File: src/rtl/muldiv_ctrl_pkg.sv
// Shared processor definitions: control-unit opcodes, the mult/div controller
// state encoding and the datapath word width.
package muldiv_ctrl_pkg;

    localparam int WORD_W = 32;

    typedef enum logic [1:0] {
        OP_NONE = 2'b00,
        OP_MULT = 2'b01,
        OP_DIV  = 2'b10,
        OP_RSVD = 2'b11
    } op_code_t;

    typedef enum logic [1:0] {
        ST_IDLE,
        ST_LAUNCH,
        ST_WAIT,
        ST_WRITE
    } state_t;

    // Reserved and none encodings both mean "nothing to do".
    function automatic logic op_is_active(input logic [1:0] code);
        return (code == OP_MULT) || (code == OP_DIV);
    endfunction

endpackage

File: src/rtl/muldiv_ctrl_hilo_reg.sv
// HI/LO architectural register pair: two 32-bit words sharing one write
// enable, cleared by the synchronous active-low reset.
module hilo_reg
    import muldiv_ctrl_pkg::*;
(
    input  logic              clk,
    input  logic              rst,
    input  logic              we,
    input  logic [WORD_W-1:0] hi_d,
    input  logic [WORD_W-1:0] lo_d,
    output logic [WORD_W-1:0] hi,
    output logic [WORD_W-1:0] lo
);

    logic [WORD_W-1:0] din  [2];
    logic [WORD_W-1:0] word [2];

    assign din[0] = lo_d;
    assign din[1] = hi_d;

    generate
        for (genvar gi = 0; gi < 2; gi++) begin : g_word
            logic [WORD_W-1:0] word_reg;

            always_ff @(posedge clk) begin
                if (!rst) begin
                    word_reg <= '0;
                end else if (we) begin
                    word_reg <= din[gi];
                end
            end

            assign word[gi] = word_reg;
        end
    endgenerate

    assign lo = word[0];
    assign hi = word[1];

endmodule

File: src/rtl/muldiv_ctrl.sv
// Sequences one MULT or DIV through the external units: latch operands, launch,
// wait for the selected unit's done (bounded by TIMEOUT), then write HI/LO.
module muldiv_ctrl
    import muldiv_ctrl_pkg::*;
#(
    parameter int TIMEOUT = 64
) (
    input  logic              clk,
    input  logic              rst,
    input  logic              op_valid,
    input  logic [1:0]        op_code,
    input  logic [WORD_W-1:0] op_a,
    input  logic [WORD_W-1:0] op_b,
    output logic              stall,
    output logic [WORD_W-1:0] hi,
    output logic [WORD_W-1:0] lo,
    output logic              dbz_exc,
    output logic              timeout_exc,
    output logic              div_start,
    output logic [WORD_W-1:0] div_a,
    output logic [WORD_W-1:0] div_b,
    input  logic              div_busy,
    input  logic              div_done,
    input  logic              div_dbz,
    input  logic [WORD_W-1:0] div_val,
    input  logic [WORD_W-1:0] div_rem,
    output logic              mult_start,
    output logic [WORD_W-1:0] mult_a,
    output logic [WORD_W-1:0] mult_b,
    input  logic              mult_done,
    input  logic [WORD_W-1:0] mult_hi,
    input  logic [WORD_W-1:0] mult_lo
);

    localparam int CNT_W = $clog2(TIMEOUT + 1);

    state_t            state_reg, state_next;
    op_code_t          op_reg, op_next;
    logic [WORD_W-1:0] a_reg, a_next;
    logic [WORD_W-1:0] b_reg, b_next;
    logic [CNT_W-1:0]  cnt_reg, cnt_next;
    logic              timeout_reg, timeout_next;

    logic              accept;
    logic              is_div;
    logic              sel_done;
    logic              hilo_we;
    logic [WORD_W-1:0] hi_d, lo_d;

    assign accept   = (state_reg == ST_IDLE) && op_valid && op_is_active(op_code);
    assign is_div   = (op_reg == OP_DIV);
    assign sel_done = is_div ? div_done : mult_done;
    assign hi_d     = is_div ? div_rem : mult_hi;
    assign lo_d     = is_div ? div_val : mult_lo;

    assign div_a       = a_reg;
    assign div_b       = b_reg;
    assign mult_a      = a_reg;
    assign mult_b      = b_reg;
    assign timeout_exc = timeout_reg;

    always_ff @(posedge clk) begin
        if (!rst) begin
            state_reg   <= ST_IDLE;
            op_reg      <= OP_NONE;
            a_reg       <= '0;
            b_reg       <= '0;
            cnt_reg     <= '0;
            timeout_reg <= 1'b0;
        end else begin
            state_reg   <= state_next;
            op_reg      <= op_next;
            a_reg       <= a_next;
            b_reg       <= b_next;
            cnt_reg     <= cnt_next;
            timeout_reg <= timeout_next;
        end
    end

    always_comb begin
        state_next   = state_reg;
        op_next      = op_reg;
        a_next       = a_reg;
        b_next       = b_reg;
        cnt_next     = cnt_reg;
        timeout_next = 1'b0;
        stall        = 1'b0;
        div_start    = 1'b0;
        mult_start   = 1'b0;
        dbz_exc      = 1'b0;
        hilo_we      = 1'b0;

        case (state_reg)
            ST_IDLE: begin
                if (accept) begin
                    stall      = 1'b1;
                    op_next    = op_code_t'(op_code);
                    a_next     = op_a;
                    b_next     = op_b;
                    state_next = ST_LAUNCH;
                end
            end
            ST_LAUNCH: begin
                stall    = 1'b1;
                cnt_next = '0;
                // A busy divider defers the launch; the multiplier never does.
                if (!(is_div && div_busy)) begin
                    div_start  = is_div;
                    mult_start = !is_div;
                    state_next = ST_WAIT;
                end
            end
            ST_WAIT: begin
                stall    = 1'b1;
                cnt_next = cnt_reg + CNT_W'(1);
                // done wins over a timeout landing on the same cycle
                if (sel_done) begin
                    state_next = ST_WRITE;
                end else if (cnt_reg == CNT_W'(TIMEOUT - 1)) begin
                    timeout_next = 1'b1;
                    cnt_next     = '0;
                    state_next   = ST_IDLE;
                end
            end
            ST_WRITE: begin
                stall      = 1'b1;
                dbz_exc    = is_div && div_dbz;
                hilo_we    = !(is_div && div_dbz);
                state_next = ST_IDLE;
            end
            default: begin
                state_next = ST_IDLE;
            end
        endcase
    end

    hilo_reg u_hilo (
        .clk  (clk),
        .rst  (rst),
        .we   (hilo_we),
        .hi_d (hi_d),
        .lo_d (lo_d),
        .hi   (hi),
        .lo   (lo)
    );

endmodule

File: config.mk
export PLATFORM = sky130hd
export DESIGN_NAME = muldiv_ctrl
export DESIGN_NICKNAME = d
export VERILOG_FILES = /design/src/rtl/muldiv_ctrl_pkg.sv /design/src/rtl/muldiv_ctrl_hilo_reg.sv /design/src/rtl/muldiv_ctrl.sv
export SDC_FILE = /design/constraint.sdc
export NUM_CORES = 1
export LEC_CHECK = 0
export ABC_AREA = 1
export CELL_PAD_IN_SITES_DETAIL_PLACEMENT = 0
export CELL_PAD_IN_SITES_GLOBAL_PLACEMENT = 1
export CORE_AREA = 3 3 129 194
export CTS_CLUSTER_DIAMETER = 120
export DETAILED_ROUTE_END_ITERATION = 12
export DIE_AREA = 0 0 132 197
export GPL_ROUTABILITY_DRIVEN = 1
export PLACE_DENSITY_LB_ADDON = 0.15
export SYNTH_ARGS = -nofsm -noshare
export SYNTH_HDL_FRONTEND = slang
export SYNTH_SLANG_ARGS = --single-unit
File: constraint.sdc
create_clock -name clk -period 2.7 [get_ports clk]
set_clock_uncertainty 0.05 [all_clocks]
set_input_delay 0.675 -clock clk [delete_from_list [all_inputs] [get_ports clk]]
set_output_delay 0.675 -clock clk [all_outputs]
set_load 0.05 [all_outputs]
# Word level (Yosys, flattened, before mapping)
# Cells that the tools add are included.
[word_totals] regBits=140 latch_bits=0 ramBits=0 rom_bits=0 out_inout_bits=197 n_memories=0
[classes] n_addsub=1 multipliers=0 n_div=0 order_cmp=0 eq_ne=10 shifts=0 muxes=20 bitwise=2 reduce_logical=13
[ops] operator="$mux 32" count=2
[ops] operator="$mux 7" count=2
[ops] operator="$pmux 7 s2" count=1
[ops] operator="$mux 1" count=9
[ops] operator="$eq 2x2->1 const B" count=4
[ops] operator="$mux 2" count=4
[ops] operator="$pmux 2 s4" count=1
[ops] operator="$add 7x1->7 const B" count=1
[ops] operator="$eq 7x6->1 const B" count=1
[ops] operator="$reduce_or 3->1" count=2
[ops] operator="$eq 2x1->1 const B" count=2
[ops] operator="$logic_and 1x1->1" count=4
[ops] operator="$ne 2x2->1 const B" count=2
[ops] operator="$ne 3x3->1 const B" count=1
[ops] operator="$reduce_and 3->1" count=1
[ops] operator="$logic_not 1->1" count=2
[ops] operator="$logic_not 2->1" count=1
[ops] operator="$not 1->1" count=2
[ops] operator="$pmux 1 s2" count=1
[ops] operator="$reduce_and 2->1" count=1
[ops] operator="$reduce_bool 2->1" count=1
[ops] operator="$logic_or 1x1->1" count=1

# Depth between registers and ports, before layout
# Gate-level depths: netlist of run 1.
[logic_depth] word_depth=5 depth_mapped=10 ltp_nobuf=10

# Modules after synthesis
# From an unflattened synthesis of run 1, not the netlist that was laid out.
[hier_totals] cells_unflattened=1056 area_unflattened_um2=6871.6
[modules_own_cells] module="muldiv_ctrl" instances=1 cells_each=651 area_each_um2=4201.5 seq_area_each_um2=1521.5
[modules_own_cells] module="hilo_reg" instances=1 cells_each=405 area_each_um2=2670.1 seq_area_each_um2=1281.2

# Worst setup path before layout of run 1
# No wires, ideal clock.
[synth_path] path_type="input port to output port" from="input port div_dbz" to="output port dbz_exc" arrival_time_ns=1.882 t_required_ns=1.975 slack_ns=0.093 cell_stages=2 path_buffers=0 cell_sequence="inv_1 > nor3b_1"
[synth_between] elab_chain_len=2
[synth_lines] element="start, declared" line="muldiv_ctrl.sv:24" source="input logic div_dbz,"
[synth_lines] element="$logic_and 1x1->1" line="muldiv_ctrl.sv:127" source="dbz_exc = is_div && div_dbz;"
[synth_lines] element="$mux 1" line="muldiv_ctrl.sv:93" source="case (state_reg)"
[synth_lines] element="end, declared" line="muldiv_ctrl.sv:17" source="output logic dbz_exc,"
# Every way passes these cells.

# Worst setup path after layout of run 1
# Ends and elaborated chain as after synthesis.

==> impl_summary.txt, run 1 <==
----------------------------------------------------
[Outcome]
  Result of the run ... completed

[Setup path]
  Kind of start point of the critical path ... input pin
  End of the worst register-to-register path ... u_hilo.hi[5]$_SDFFE_PN0P_
  Crit path capture type ... primary output
  Critical Path Fanout Max ... 2
  Count of cells along the worst register-to-register path ... 8
  Setup Crit Path Kind ... in -> out
  CP Data Required Time ... about 2.0 ns
  Critical Path AT ... 1.74 ns
  Register-to-register setup slack ... around 0.63 ns
  Timing startpoint of the critical path ... div_dbz
  Reg-to-reg startpoint ... op_reg[0]$_SDFFE_PN0P_

[Timing]
  Slew Limit Fails ... 0
  Setup TNS Final ... 0 ns
  Final setup violation count ... 0
  Max frequency ... about 0.41 GHz
  Crit path time final ... 2.46 ns
  Final Cycle Share ... 91.2%
  Final count of hold timing violations ... 0
  Crit path setup slack, layout ... about 0.24 ns
  RSZ-0062 raised after global routing ... no
  Worst rel slew slack ... about half
  Worst-margin pin slew ... approximately 0.73 ns

[Floorplanning]
  Number of rows in the core area ... 69
  Y dimension of the die ... 197 microns
  Die outline area ... 0.0260 sq mm
  Area of the core ... roughly 0.024 sq mm
  Initial cell density of the core ... 25.8%
  Io pins ... 398
  Die Wd ... roughly 130 microns

[Place]
  Total instance count after detailed placement ... 1415
  Weighted congestion reported at the end of routability-driven placement ... 0.787
  Count of input and output buffers ... around 400
  Detailed Place HPWL ... between 15000 and 20000 microns
  Placed Area ... about 0.0098 sq mm
  Worst slack, placed ... 0.219 ns

[CTS]
  Total CTS buffers ... 17
  Buffer type at the clock tree root ... clkbuf_16
  Clock-pin slew on the worst setup and hold paths ... 0.05 ns
  Clock latency reported for the late side of the worst-skew pair ... 0.42 ns
  Hold-fix buffer count after cts ... 0
  Clock Path Buffers ... 2
  TritonCTS clock tree ... built
  Count of cells resized by post-cts repair ... 0
  H-tree level count ... 4
  Sink count of the clock tree ... 140
  Setup Buffers After CTS ... 0

[Global route]
  Pin count of the biggest net entering global routing ... between 70 and 80
  Number of antenna violations at the first check in global routing ... 1
  Global-route congestion overflow total ... 0
  Global router's overall resource usage ... between 15 and 20%
  First-pass GRT wire length ... about 35000 microns
  Via count of the first global-routing pass ... around 6000

[Detailed routing]
  First-pass iteration count of the detailed router ... 4
  Routed len/inst ... 16.1 microns
  Violation count after the first detailed-route iteration ... 260
  Number of antenna-violating nets in the routed design ... 0
  DRC errors left ... 0
  Via density per instance ... around 4.4
  Wire length reported by the detailed router ... between 20000 and 25000 microns
  Total vias in the final route ... 6333

[Power and ir drop]
  LEAKAGE ... slightly below 4 nW
  Power density over the cells ... ~890 mW/mm^2
  Max IR drop VDD ... just under 400 uV

[Synthesis]
  Netlist Area Pre-Place ... about 0.0061 sq mm
  Net count after synthesis ... between 1000 and 1500
  Biggest area consumer among synthesized cells ... dfxtp_1
  Synthesized area divided by synthesized cell count ... about 7.6 sq um
  Mapped Cells ... just over 800
  Synth top area cells ... dfxtp_1 46%, nand2_1 9.6%, nor2_1 8.6%, buf_4 8.1%, a31oi_1 6.6%
  Share of the yosys chip area belonging to registers ... 46.1%
  Proportion of synthesized flip-flops having asynchronous set or reset ... 0%
  Flip-flop cell with the highest count after synthesis ... dfxtp_1
  Fraction of post-synthesis cell area in the top cell type by area ... between 40% and 50%
  Yosys Warn Count ... 0
  Flip-flop and latch count after synthesis ... between 100 and 150
  Distinct cell type count of the synthesized netlist ... 27
  Post-synth EDFFs ... 0

[Worst hold path]
  Tightest Hold Check Type ... reg -> reg
  Worst min-delay path startpoint ... cnt_reg[5]$_SDFFE_PN0P_
  Worst hold path depth ... 2
  Hold EP ... cnt_reg[5]$_SDFFE_PN0P_

[Final layout]
  Finished Cell Area ... approximately 0.010 sq mm
  Final core utilization ... ~44%
  Share of layout cells above drive strength 1 ... between 5 and 6%
  Area growth syn-to-layout ... 70.9%
  Final non-filler cell total ... between 1000 and 1500
  Commonest cells after routing, fill and taps aside ... 391 x clkdlybuf4s50_1, 156 x nand2_1, 140 x nor2_1, 140 x dfxtp_1, 77 x o21ai_1
  Nets ... 1322
  Most common cell after layout, fill and taps aside ... clkdlybuf4s50_1

[Flow run]
  Max-cap viol count ... 0

----------------------------------------------------
worst max-delay path, stage by stage:
cell             delay, ns
clkdlybuf4s50_1       0.45
inv_1                 0.05
nor3b_1               0.36
buf_12                0.19
synth_stat cells, types with 5 or more instances:
library cell,number
a21oi_1,7
a31oi_1,64
buf_2,28
buf_4,66
buf_6,7
clkbuf_1,18
dfxtp_1,140
ha_1,6
inv_1,16
inv_2,5
nand2_1,156
nand3_1,5
nor2_1,140
nor3_1,5
o21ai_0,54
o21ai_1,77
area by class of cell:
class                           count  area, sq um
Antenna cell                        1         2.50
Clock inverter                      6         61.3
Inverter                           21         80.1
Multi-Input combinational cell    525         2420
Sequential cell                   140         2800
Timing Repair Buffer              410         4130
Clock buffer                       25          495
Tap cell                          319          399
Fill cell                        2440        13200
power breakdown:
part           internal [W]  total, W  switching (W)
Combinational       0.00147   0.00433        0.00286
Sequential          0.00240   0.00266       0.000254
Clock               0.00136   0.00224       0.000883
Total               0.00523   0.00923        0.00400
cells by family after synthesis:
family                     after synthesis  synth area share [%]
DFF                                    140                  46.1
and+or+nand+nor                        312                  19.9
buffers and inverters                  140                  14.2
adders and majority gates                6                  1.23
AOI/OAI and AO/OA                      207                  18.6
through the flow:
stage               total power (W)  hold WS (ns)
floorplan                   0.00569         0.403
global placement            0.00708         0.413
detailed placement          0.00709         0.424
CTS                         0.00937         0.431
global route                0.00969         0.469
finish                      0.00923         0.432
routing by layer:
| layer | up-vias | global-route usage, % | part of all wire (%) |
|---|---|---|---|
| li1 | 3217 | - | - |
| met1 | 2802 | 18.1 | 39 |
| met2 | 294 | 30.2 | 50 |
| met3 | 20 | 7.61 | 9.8 |
| met4 | 0 | 6.11 | 1.8 |
| met5 | - | 0 | 0 |
worst max-delay path by stage:
| stage | endpoint | cells past startpoint |
|---|---|---|
| floorplan | dbz_exc | 2 |
| global placement | dbz_exc | 4 |
| detailed placement | dbz_exc | 4 |
| CTS | dbz_exc | 4 |
| global route | dbz_exc | 4 |
| finish | dbz_exc | 4 |
No activity file was read; power rests on OpenSTA's default activity.
==> run 2, diff against run 1 <==
--- a/config.mk
+++ b/config.mk
@@ -8,12 +8,13 @@
 export ABC_AREA = 1
 export CELL_PAD_IN_SITES_DETAIL_PLACEMENT = 0
 export CELL_PAD_IN_SITES_GLOBAL_PLACEMENT = 1
-export CORE_AREA = 3 3 129 194
+export CORE_AREA = 3 3 135 202
 export CTS_CLUSTER_DIAMETER = 120
 export DETAILED_ROUTE_END_ITERATION = 12
-export DIE_AREA = 0 0 132 197
-export GPL_ROUTABILITY_DRIVEN = 1
+export DIE_AREA = 0 0 138 205
+export GPL_ROUTABILITY_DRIVEN = 0
 export PLACE_DENSITY_LB_ADDON = 0.15
 export SYNTH_ARGS = -nofsm -noshare
 export SYNTH_HDL_FRONTEND = slang
+export SYNTH_HIERARCHICAL = 1
 export SYNTH_SLANG_ARGS = --single-unit
==> impl_summary.txt, run 2 <==
----------------------------------------------------
[Outcome]
  Result of the run ... completed

[Timing]
  Worst-margin pin slew ... 0.591 ns
  Final count of hold timing violations ... 0
  Final Cycle Share ... 91.8%
  Setup TNS Final ... 0 ns
  Worst rel slew slack ... between 60% and 70%
  Max frequency ... around 0.40 GHz
  RSZ-0062 raised after global routing ... no
  Crit path time final ... around 2.5 ns
  Slew Limit Fails ... 0
  Crit path setup slack, layout ... about 0.22 ns
  Smallest hold slack ... approximately 0.42 ns
  Final setup violation count ... 0

[Place]
  Count of input and output buffers ... between 300 and 400
  Total instance count after detailed placement ... 1678
  Worst slack, placed ... between 0.2 and 0.3 ns
  Detailed Place HPWL ... 17800 microns

[Global route]
  Pin count of the biggest net entering global routing ... ~130
  Global router's overall resource usage ... 16.5%
  Number of antenna violations at the first check in global routing ... 0
  Via count of the first global-routing pass ... slightly below 7000
  Global-route congestion overflow total ... 0
  First-pass GRT wire length ... 37200 microns

[Synthesis]
  Synthesized area divided by synthesized cell count ... approximately 6.5 sq um
  Most used standard cell by instance count after synthesis ... nand2_1
  Adder-cell share of the synthesized area ... between 1 and 1.5%
  Synth top area cells ... dfxtp_1 41%, nand2_1 19%, nor2_1 15%, buf_4 8.0%, inv_1 4.4%
  Fraction of post-synthesis cell area in the top cell type by area ... approximately 41%
  Distinct cell type count of the synthesized netlist ... 25
  Mapped Cells ... ~1100
  Biggest area consumer among synthesized cells ... dfxtp_1
  Flip-flop cell with the highest count after synthesis ... dfxtp_1
  Fraction of synthesized cell area in xor and xnor cells ... less than 1%
  Netlist Area Pre-Place ... about 0.0069 sq mm
  Yosys Warn Count ... 6
  Main combinational cell family by area after synthesis ... simple AND/OR/NAND/NOR gates
  Post-synth EDFFs ... 0
  Proportion of synthesized flip-flops having asynchronous set or reset ... 0%
  Net count after synthesis ... approximately 1300
  Area fraction in compound gates after synthesis ... around 5.5%
  Portion of netlist area occupied by mux cells ... 0%
  List of most frequent post-synthesis cells ... 341 x nand2_1, 272 x nor2_1, 140 x dfxtp_1
  Flip-flop and latch count after synthesis ... 140
  Share of the yosys chip area belonging to registers ... around 41%
  Simple-gate area share of the yosys netlist ... a little over a third

[Detailed routing]
  DRC errors left ... 0
  Wire length reported by the detailed router ... 24000 microns
  Via density per instance ... between 4 and 5
  Number of antenna-violating nets in the routed design ... 0
  Violation count after the first detailed-route iteration ... between 200 and 300
  First-pass iteration count of the detailed router ... 5
  Routed len/inst ... 14.1 microns
  Total vias in the final route ... 7001

[Floorplanning]
  Initial cell density of the core ... between 20% and 30%
  Die Wd ... around 140 microns
  Die outline area ... about 0.028 sq mm
  Number of rows in the core area ... 72
  Io pins ... 398
  Y dimension of the die ... about 210 microns
  Area of the core ... 0.0258 sq mm

[CTS]
  Clock Path Buffers ... 2
  Sink count of the clock tree ... 140
  Count of cells resized by post-cts repair ... 0
  Setup Buffers After CTS ... 0
  Clock latency reported for the late side of the worst-skew pair ... just over 0.4 ns
  TritonCTS clock tree ... built
  Clock-pin slew on the worst setup and hold paths ... about 0.06 ns
  Hold-fix buffer count after cts ... 0
  H-tree level count ... 4
  Total CTS buffers ... 17
  Buffer type at the clock tree root ... clkbuf_16

[Setup path]
  Worst path bufs/invs ... 2
  Reg-to-reg startpoint ... state_reg[0]$_SDFFE_PN0P_
  Kind of start point of the critical path ... flip-flop
  Register-to-register setup slack ... 0.72 ns
  Critical Path Fanout Max ... 17
  Number of stages on the worst setup path ... 4
  Slowest stage cell, crit path ... nor3b_1
  Crit path capture type ... primary output
  Count of cells along the worst register-to-register path ... 10
  Critical Path AT ... 1.75 ns
  Crit-path leading delay family ... simple AND/OR/NAND/NOR gates
  End of the worst register-to-register path ... div_a[9]$_SDFFE_PN0P_
  Setup Crit Path Kind ... reg -> out
  Crit path largest cell delay ... about 0.45 ns
  CP Data Required Time ... between 1.5 and 2 ns
  Critical path cell sequence ... inv_1, nand2_2, nor3b_1, buf_12

[Worst hold path]
  Tightest Hold Check Type ... reg -> reg
  Worst min-delay path startpoint ... u_hilo/hi[18]$_SDFFE_PN0P_
  Worst hold path depth ... 2
  Hold EP ... u_hilo/hi[18]$_SDFFE_PN0P_

[Final layout]
  Commonest cells after routing, fill and taps aside ... 392 x clkdlybuf4s50_1, 340 x nand2_1, 271 x nor2_1
  Area growth syn-to-layout ... 63.7%
  Most common cell after layout, fill and taps aside ... clkdlybuf4s50_1
  Fillcell total ... between 2000 and 3000
  Share of layout cells above drive strength 1 ... 4.50%
  Final core utilization ... a little over two fifths
  Final non-filler cell total ... ~1700
  Antenna diodes ... 0
  Nets ... approximately 1600

[Power and ir drop]
  Internal power consumption ... 0.00566 W
  Switching share of power ... roughly 43%
  Reg power frac ... 27.0%
  Clock Power Share ... a little over a quarter
  Total net switching power ... around 0.0042 W
  Max IR drop VDD ... 535 uV
  Power density over the cells ... about 880 mW/mm^2
  Share of total power in combinational logic ... 46.7%
  LEAKAGE ... slightly below 5 nW

[Flow run]
  Max-cap viol count ... 0

----------------------------------------------------
==> run 2: changes by cell type after synthesis, sizes merged, moves of 2 or more <==
cell | previous run | this run
buf | 101 | 106
nand2 | 157 | 343
o21ai | 132 | 66
inv | 21 | 83
clkbuf | 18 | 13
nor3b | 1 | 3
nor2 | 141 | 272
a31oi | 64 | 1
a21oi | 8 | 6
==> run 2: power groups by stage <==
| stage | Sequential [W] | Combinational, W | Clock, W |
|---|---|---|---|
| after floorplan | 0.00373 | 0.00223 | 0 |
| after global placement | 0.00271 | 0.00464 | 0 |
| after detailed placement | 0.00271 | 0.00465 | 0 |
| after CTS | 0.00267 | 0.00467 | 0.00269 |
| after global routing | 0.00271 | 0.00494 | 0.00277 |
| final | 0.00266 | 0.00461 | 0.00259 |
==> run 2: how the worst max path moves through the flow <==
stage | start | slack (ns) | end
final | op_reg[0]$_SDFFE_PN0P_ | 0.22 | dbz_exc
after global routing | op_reg[0]$_SDFFE_PN0P_ | 0.08 | dbz_exc
after CTS | op_reg[0]$_SDFFE_PN0P_ | 0.15 | dbz_exc
after detailed placement | div_dbz | 0.26 | dbz_exc
after global placement | div_dbz | 0.29 | dbz_exc
after floorplan | div_dbz | 0.11 | dbz_exc
==> run 2: area by class of cell <==
cell class	instances	area (sq um)	share of cell area [%]
inverter	83	313	2.78
clock inverter	14	218	1.94
tap	333	417	3.70
sequential	140	2800	24.9
timing repair buffer	408	4140	36.8
clock buffer	18	439	3.90
multi-input combinational	714	2920	25.9
==> run 2: worst reg2reg max path, stage by stage (launching register included) <==
cell and delay, ns:
dfxtp_1 0.34, inv_1 0.14, ha_1 0.27, nand2_1 0.09, inv_2 0.07, nand3_4 0.07
buf_4 0.20, inv_2 0.25, buf_12 0.24, nor2_1 0.08, nor2_1 0.10
==> run 2: layer usage <==
metal	global-route usage [%]	routed length [microns]	up-vias
met5	0	0	-
met3	4.58	1360	16
li1	-	-	3706
met2	29.9	12400	244
met4	4.98	405	0
met1	18.8	9870	3035
==> run 2: stage by stage <==
step	power [W]	instance area [sq um]
3_3_place_gp	0.00735	10600
4_1_cts	0.0100	11300
6_report	0.00986	11300
5_1_grt	0.0104	11300
3_5_place_dp	0.00737	10600
2_1_floorplan	0.00595	6870
==> run 2: logic make-up after synthesis <==
group / Yosys count
AOI/OAI and AO/OA: 74
xor gates and xnor gates: 1
adders and majority gates: 6
buffers and inverters: 202
DFF: 140
and+or+nand+nor: 633
